File: config.mk
export PLATFORM = sky130hd
export DESIGN_NAME = zigzag_encryption
export DESIGN_NICKNAME = d
export VERILOG_FILES = /design/src/rtl/zigzag_pkg.sv /design/src/rtl/zigzag_index_gen.sv /design/src/rtl/zigzag_encryption.sv
export SDC_FILE = /design/constraint.sdc
export NUM_CORES = 1
export LEC_CHECK = 0
export ABC_AREA = 1
export BUFFER_PORTS_ARGS = -buffer_cell sky130_fd_sc_hd__buf_4
export CELL_PAD_IN_SITES_DETAIL_PLACEMENT = 0
export CELL_PAD_IN_SITES_GLOBAL_PLACEMENT = 1
export CORE_MARGIN = 4
export CORE_UTILIZATION = 40
export DETAILED_ROUTE_END_ITERATION = 10
export GPL_TIMING_DRIVEN = 0
export PLACE_DENSITY_LB_ADDON = 0.1
export SLEW_MARGIN = 20
export SYNTH_ARGS = -nofsm -noshare
export SYNTH_HDL_FRONTEND = slang
export SYNTH_SLANG_ARGS = --single-unit
File: constraint.sdc
create_clock -name clk -period 6.7 [get_ports clk]
set_clock_uncertainty 0.15 [all_clocks]
set_input_delay 0.335 -clock clk [delete_from_list [all_inputs] [get_ports clk]]
set_output_delay 0.335 -clock clk [all_outputs]
set_load 0.01 [all_outputs]
File: src/rtl/zigzag_pkg.sv
// Shared constants and state encoding for the rail-fence (zigzag) cipher blocks.
// No logic; imported by the encryption top and its index sequencer.
package zigzag_pkg;

    localparam logic [7:0] START_TOKEN_DEFAULT = 8'hFA;

    localparam int KEY_RAIL2 = 2;
    localparam int KEY_RAIL3 = 3;

    typedef enum logic {
        COLLECT = 1'b0,
        EMIT    = 1'b1
    } state_t;

endpackage

File: src/rtl/zigzag_index_gen.sv
// Rail-fence read-index sequencer: produces buffer index pos for each emitted character.
// Latency: pos is valid the cycle after start, then advances one index per cycle.
// Backpressure: none; it runs freely until cnt reaches n, then flags last.
module zigzag_index_gen
    import zigzag_pkg::*;
#(
    parameter int KEY_WIDTH = 16
) (
    input  logic                 clk,
    input  logic                 rst_n,
    input  logic                 start,
    input  logic [KEY_WIDTH-1:0] key_q,
    input  logic [KEY_WIDTH-1:0] n,
    output logic [KEY_WIDTH-1:0] pos,
    output logic                 last
);

    logic [KEY_WIDTH-1:0] rail;
    logic [KEY_WIDTH-1:0] cnt;
    logic [KEY_WIDTH-1:0] step;
    logic [KEY_WIDTH-1:0] nxt;
    logic                 active;

    // Key 3: the outer rails skip a full zigzag period, the middle rail half of it.
    always_comb begin
        step = KEY_WIDTH'(1);
        if (key_q == KEY_WIDTH'(KEY_RAIL2)) begin
            step = KEY_WIDTH'(2);
        end else if (key_q == KEY_WIDTH'(KEY_RAIL3)) begin
            step = (rail == KEY_WIDTH'(1)) ? KEY_WIDTH'(2) : KEY_WIDTH'(4);
        end
    end

    assign nxt  = pos + step;
    assign last = active && (cnt == n);

    always_ff @(posedge clk) begin
        if (!rst_n) begin
            active <= 1'b0;
            rail   <= '0;
            pos    <= '0;
            cnt    <= '0;
        end else if (start) begin
            active <= 1'b1;
            rail   <= '0;
            pos    <= '0;
            cnt    <= '0;
        end else if (active) begin
            if (cnt < n) begin
                cnt <= cnt + KEY_WIDTH'(1);
                if (nxt < n) begin
                    pos <= nxt;
                end else begin
                    rail <= rail + KEY_WIDTH'(1);
                    pos  <= rail + KEY_WIDTH'(1);
                end
            end else begin
                active <= 1'b0;
            end
        end
    end

endmodule

File: src/rtl/zigzag_encryption.sv
// Buffers plaintext, then on the start token streams rail-fence ciphertext one char per cycle.
// Latency: first ciphertext char one cycle after the token edge; n chars back to back.
// Backpressure: busy is high for n+1 cycles; valid_i is ignored while emitting.
module zigzag_encryption
    import zigzag_pkg::*;
#(
    parameter int                   D_WIDTH                = 8,
    parameter int                   KEY_WIDTH              = 16,
    parameter int                   MAX_NOF_CHARS          = 50,
    parameter logic [D_WIDTH-1:0]   START_ENCRYPTION_TOKEN = D_WIDTH'(START_TOKEN_DEFAULT)
) (
    input  logic                 clk,
    input  logic                 rst_n,
    input  logic [D_WIDTH-1:0]   data_i,
    input  logic                 valid_i,
    input  logic [KEY_WIDTH-1:0] key,
    output logic                 busy,
    output logic [D_WIDTH-1:0]   data_o,
    output logic                 valid_o
);

    state_t               state;
    logic [KEY_WIDTH-1:0] n;
    logic [KEY_WIDTH-1:0] key_q;
    logic [KEY_WIDTH-1:0] pos;
    logic                 last;
    logic                 start;
    logic [D_WIDTH-1:0]   rd_dat;
    logic [D_WIDTH-1:0]   buf_q [MAX_NOF_CHARS];

    assign start = (state == COLLECT) && valid_i && (data_i == START_ENCRYPTION_TOKEN);

    // Full-width compare keeps the read mux free of truncated index bits.
    always_comb begin
        rd_dat = '0;
        for (int i = 0; i < MAX_NOF_CHARS; i++) begin
            if (pos == KEY_WIDTH'(i)) begin
                rd_dat = buf_q[i];
            end
        end
    end

    zigzag_index_gen #(
        .KEY_WIDTH (KEY_WIDTH)
    ) u_index_gen (
        .clk   (clk),
        .rst_n (rst_n),
        .start (start),
        .key_q (key_q),
        .n     (n),
        .pos   (pos),
        .last  (last)
    );

    always_ff @(posedge clk) begin
        if (!rst_n) begin
            state   <= COLLECT;
            n       <= '0;
            key_q   <= '0;
            busy    <= 1'b0;
            valid_o <= 1'b0;
            data_o  <= '0;
            for (int i = 0; i < MAX_NOF_CHARS; i++) begin
                buf_q[i] <= '0;
            end
        end else begin
            case (state)
                COLLECT: begin
                    valid_o <= 1'b0;
                    data_o  <= '0;
                    if (start) begin
                        key_q <= key;
                        busy  <= 1'b1;
                        state <= EMIT;
                    end else if (valid_i && (n < KEY_WIDTH'(MAX_NOF_CHARS))) begin
                        for (int i = 0; i < MAX_NOF_CHARS; i++) begin
                            if (n == KEY_WIDTH'(i)) begin
                                buf_q[i] <= data_i;
                            end
                        end
                        n <= n + KEY_WIDTH'(1);
                    end
                end
                EMIT: begin
                    if (last) begin
                        valid_o <= 1'b0;
                        data_o  <= '0;
                        busy    <= 1'b0;
                        n       <= '0;
                        state   <= COLLECT;
                        for (int i = 0; i < MAX_NOF_CHARS; i++) begin
                            buf_q[i] <= '0;
                        end
                    end else begin
                        valid_o <= 1'b1;
                        data_o  <= rd_dat;
                    end
                end
                default: state <= COLLECT;
            endcase
        end
    end

endmodule

Word level (Yosys, flattened, before mapping). Memory sizes are Yosys's and may differ from the RTL's. Index checks and enable logic that the tools add are counted.

Register bits: 92. Input bits: 27. Latch bits: 0. Logic and storage cells: 715. Memories: 1. Bits in read-only memories: 0. Memory bits (writable): 400.

Magnitude comparators: 3. Eq/ne operators: 107. Multipliers: 0. Shift-type cells: 0. Muxes and demuxes: 475. Reductions and logical operators: 12. Add/sub/neg operators: 4. Bitwise operators: 103. Divide/modulo/power cells: 0.

Memories: buf_q (depth 50, width 8, rd ports 50, clocked after Yosys merged registers in 0, wr ports 50, line zigzag_encryption.sv:29) `logic [D_WIDTH-1:0] buf_q [MAX_NOF_CHARS];`.

Operators with widths (number): $mux W8 (151); $eq A16 B6 Y1 const B (36); $eq A16 B5 Y1 const B (32); $mux W1 (312); $eq A16 B4 Y1 const B (16); $eq A16 B3 Y1 const B (8); $or A1 B1 Y1 (100); $eq A16 B2 Y1 const B (6); $mux W16 (6); $add A16 B1 Y16 const B (3); $eq A16 B1 Y1 const B (3); $logic_not A16 Y1 (2); $lt A16 B16 Y1 (2); $pmux W16 S2 (1); $add A16 B16 Y16 (1); $eq A16 B16 Y1 (1); $lt A16 B6 Y1 const B (1); $pmux W8 S2 (1); $eq A8 B8 Y1 const B (1); $pmux W1 S2 (3); $reduce_and A2 Y1 (3); $reduce_and A3 Y1 (2); $logic_and A1 B1 Y1 (4); $ne A2 B1 Y1 const B (2); 4 further kinds (7).

Logic depth before layout (Yosys ltp).
Depth in word-level cells: 53. Mapped depth: 63. Depth with buffers taken out: 63.

Modules after synthesis. A second synthesis with hierarchy kept.

Cell total of the unflattened synthesis: 3148. Area total of the unflattened synthesis: 24617.4 µm².

By module, submodules not included: zigzag_encryption (cells an instance 2541, area each 20681.1 µm², instances 1); zigzag_index_gen (cells an instance 607, area each 3936.3 µm², instances 1).

Worst setup path after synthesis. OpenSTA, ideal clock, no wires.

Path kind: flip-flop to flip-flop. From: reg key_q[11]. To: reg u_index_gen.pos[11]. Required time: 6.492 ns. Buffers on the path: 0. Stages on the path, launching flop included: 26. Data arrival time: 4.407 ns. Library setup time: 0.058 ns. Clock period less this slack: 4.615 ns. Slack: 2.085 ns. Cell sequence: dfxtp_1 > nor4_1 > nand4_1 > or2_2 > nor2_1 > inv_1 > fa_1 > o22ai_1 > nand3_1 > nor2_1 > nand2_1 > nor3_1 > inv_1 > nor3_1 > xor2_1 > inv_1 > ha_1 > nand2_1 > nor2_1 > a2111oi_0 > nand2_1 > nor2_1 > inv_1 > nor3_1 > o21ai_0 > inv_1.

Longest elaborated chain between the ends: 6. Elaborated cells between the ends (all ways): 7. Those cells by class: add/sub: 1; order compare: 1; eq/ne: 2; mux: 3.

RTL lines: start, declared (line zigzag_encryption.sv:24) `logic [KEY_WIDTH-1:0] key_q;`; start signal, assigned (line zigzag_encryption.sv:72) `key_q <= key;`; $eq A16 B2 Y1 (line zigzag_index_gen.sv:29) `end else if (key_q == KEY_WIDTH'(KEY_RAIL3)) begin`; $mux W16 (line zigzag_index_gen.sv:29); $mux W16 * (line zigzag_index_gen.sv:27) `if (key_q == KEY_WIDTH'(KEY_RAIL2)) begin`; $add A16 B16 Y16 * (line zigzag_index_gen.sv:34) `assign nxt = pos + step;`; $lt A16 B16 Y1 (line zigzag_index_gen.sv:51) `if (nxt < n) begin`; $mux W16 * (line zigzag_index_gen.sv:51); end signal, assigned (line zigzag_index_gen.sv:52) `pos <= nxt;`; end signal, assigned (line zigzag_index_gen.sv:55) `pos <= rail + KEY_WIDTH'(1);`; end, declared (line zigzag_index_gen.sv:14) `output logic [KEY_WIDTH-1:0] pos,`.

Every way passes the cells marked *; elsewhere a longest branch is shown, timed or not. A chain may end at the register's enable or synchronous reset.

Worst setup path in the final report.
From: reg u_index_gen.pos[2]. To: reg data_o[1].

Longest elaborated chain between the ends: 53. Elaborated cells between the ends (all ways): 102. Those cells by class: eq/ne: 49; mux: 52; reduce/logical: 1.

RTL lines: $logic_not A16 Y1 (line zigzag_encryption.sv:37) `if (pos == KEY_WIDTH'(i)) begin`; $mux W8 (49 in series) (line zigzag_encryption.sv:37); $mux W8 * (line zigzag_encryption.sv:37); $mux W8 * (line zigzag_encryption.sv:85) `if (last) begin`; $pmux W8 S2 * (line zigzag_encryption.sv:67) `case (state)`; end signal, assigned (line zigzag_encryption.sv:96) `data_o <= rd_dat;`; end, declared (line zigzag_encryption.sv:18) `output logic [D_WIDTH-1:0] data_o,`.

Marked as above.

==> flow_summary.ini <==
[run_status]
status = finished clean

[drt]
vias = 20810
drc_errors = 0
wl_um = 73900
drt-initial-drc-count = 1648
avgViaCountPerCell = 5.13
wl_per_cell_um = 18.2
firstDrtPassIters = 5
final_antenna_net_count = 0

[placed_design]
dp.cells = 3935
io_buffers = 36
hpwl_um = 53600
gp_congestion = 0.904

[synthesis]
ys_ff_latch = 492
yosysUniqueCellTypes = 52
yosys.area_share.simple_pct = 25.9
synthAdderAreaFrac_pct = 2.20
yosysWarnings = 0
synthesis.area_um2 = 24200
netlist_instances = 3126
synth_mux_area_share_pct = 0
syn_nets = 3195
async_flop_share_pct = 0
synth_top_family_by_area = simple AND/OR/NAND/NOR gates
yosysSeqAreaShare_pct = 51.3
synth-xor-area-share_pct = 0.869
synth-compound-area-share_pct = 11.7
synth_edf_count = 256
synth-main-ff-cell = edfxtp_1
syn_area_per_cell_um2 = 7.74

[clock_tree]
cts_root_buffer = clkbuf_16
clock_latency_ns = 0.60
cts_resized = 0
cts-htree-levels = 2
clock_sinks = 492
cts_max_path_buffers = 3
path_clk_slew_ns = 0.06
cts_buffers = 54
cts_tree = done

[pwr]
ir_worst_vdd_uv = 209
p_leak_nw = 11.7
p_per_area_nw_per_um2 = 238

[worst_setup_path]
endpoint_kind = register
cp_num_cells = 52
crit_type = reg -> reg
cpMostUsedCell = nand2_1
slowest_delay_ns = 0.62
cp.required_ns = 7.01
endpoint = data_o[1]
worstSetupStartpoint = u_index_gen.pos[2]
r2r_cells = 52
crit_buf_inv = 4
critPathLaunchType = register
cp_top_family = simple AND/OR/NAND/NOR gates
r2r_slack_ns = 0.73
cp_slowest_cell = nor2_1
r2r_end = data_o[1]
cp.arrival_ns = 6.28
cp_max_fo = 10
worstReg2RegStart = u_index_gen.pos[2]

[sta]
final.min_clock_period_ns = 5.97
hold_violations = 0
worstMarginPinSlew_ns = 1.06
maxSlewViolCount = 0
rsz0062_at_grt = no
fin_setup_tns_ns = 0
relSlewSlack_pct = 29.5
clock.fmax_mhz = 168
period_share_pct = 89.1
setup_viol = 0

[min_path]
hold_start = rst_n
hold_class = in -> reg

[global_route]
gr-total-overflow = 0
grt_pass1_vias = 19638
grt_usage_pct = 22.6
grt_pass1_wl_um = 113000
grt_max_degree = 14
antenna_found_initial = 2

[layout]
final_common_cell = nand2_1
layout_common_cells = nand2_1 (795), nor2_1 (472), inv_1 (354)
area_delta_synth_final_pct = 13.0
drive_gt1_share_pct = 6.19
fill_cells = 5958
final_cells = 4054
fin_nets = 3303

[floorplanning]
die_h_um = 254
ios = 37
rows = 89
start_util_pct = 40.7
placeableCoreArea_um2 = 59500
die_area_um2 = 64500
die_x_um = 254

[run]
maxCapViolations = 0
[cells in the mapped netlist, types with 41 or more instances]
cell type	n	area share, %
o21ai_0	232	4.8
a21oi_1	232	4.8
nand3_1	100	2.1
nor3_1	55	1.1
nand2_1	795	12
inv_1	354	5.5
ha_1	41	2.1
edfxtp_1	256	32
clkbuf_1	107	1.7
dfxtp_1	236	20
or2_2	44	1.1
nor2_1	472	7.3
[sequential cells by signal, summed over array words and instances, names as in the netlist]
name	flops
buf_q	400
busy	1
data_o	8
key_q	16
n	16
state	1
u_index_gen.active	1
u_index_gen.cnt	16
u_index_gen.pos	16
u_index_gen.rail	16
valid_o	1
[report_power, final]
| part | internal [mW] | switching [mW] |
|---|---|---|
| clock | 1.69 | 1.22 |
| combinational | 0.0810 | 0.261 |
| sequential | 3.22 | 0.0163 |
| total | 4.99 | 1.50 |
[per-stage QoR]
stage | power [mW] | setup slack, ns | cell area, um2 | hold WS, ns | utilization (%)
2_1_floorplan | 3.48 | 2.08 | 24200 | 0.269 | -
3_3_place_gp | 3.64 | 0.712 | 25400 | 0.280 | 42.7
3_5_place_dp | 3.64 | 0.743 | 25400 | 0.288 | 42.7
4_1_cts | 6.56 | 0.714 | 27300 | 0.0105 | 45.9
5_1_grt | 6.71 | 0.223 | 27300 | 0.0305 | 45.9
6_report | 6.49 | 0.730 | 27300 | 0.0444 | 45.9
[kinds of logic (layout without fill, tap and decap cells)]
family	Yosys count	in the layout
AOI/OAI and AO/OA	537	537
other	0	2
adders and majority gates	42	42
and+or+nand+nor	1525	1525
DFF	492	492
buffers and inverters	506	659
xor gates and xnor gates	24	24
[layout make-up]
class	count	area [um2]	share of cell area, %
buffer	126	502	1.84
sequential	492	12400	45.4
tap	773	967	3.54
antenna	2	5.00	0.0183
multi-input combinational	2128	9850	36.0
clock buffer	74	1520	5.56
timing repair buffer	52	430	1.58
clock inverter	27	203	0.742
inverter	380	1430	5.24
[worst min path at each step]
stage	end	slack (ns)	depth (start not counted)
floorplan	key_q[11]	0.27	2
global placement	key_q[8]	0.28	2
detailed placement	key_q[11]	0.29	2
CTS	n[1]	0.01	3
global route	n[1]	0.03	3
finish	n[1]	0.04	3
[repair_timing]
| item | 4_1_cts | 5_1_grt |
|---|---|---|
| hold buffers | 16 | 0 |
| endpoints found under the hold margin | 16 | 0 |
| setup buffers | 0 | 0 |
[per-layer routing]
metal | up-vias | GRT usage (%) | part of all wire [%]
met2 | 520 | 37.7 | 47
li1 | 10368 | - | -
met3 | 134 | 3.65 | 5.1
met1 | 9788 | 30.7 | 45
met5 | - | 0 | 0
met4 | 0 | 6.38 | 3.0
[worst register-to-register path: cells and delay by family (launching register included)]
family          cells  cell delay (ns)
compound gates      2             0.24
buf+inv             4             0.77
flops               1             0.50
simple gates       46             4.14
Note: power is estimated with default switching activity, not from simulation.
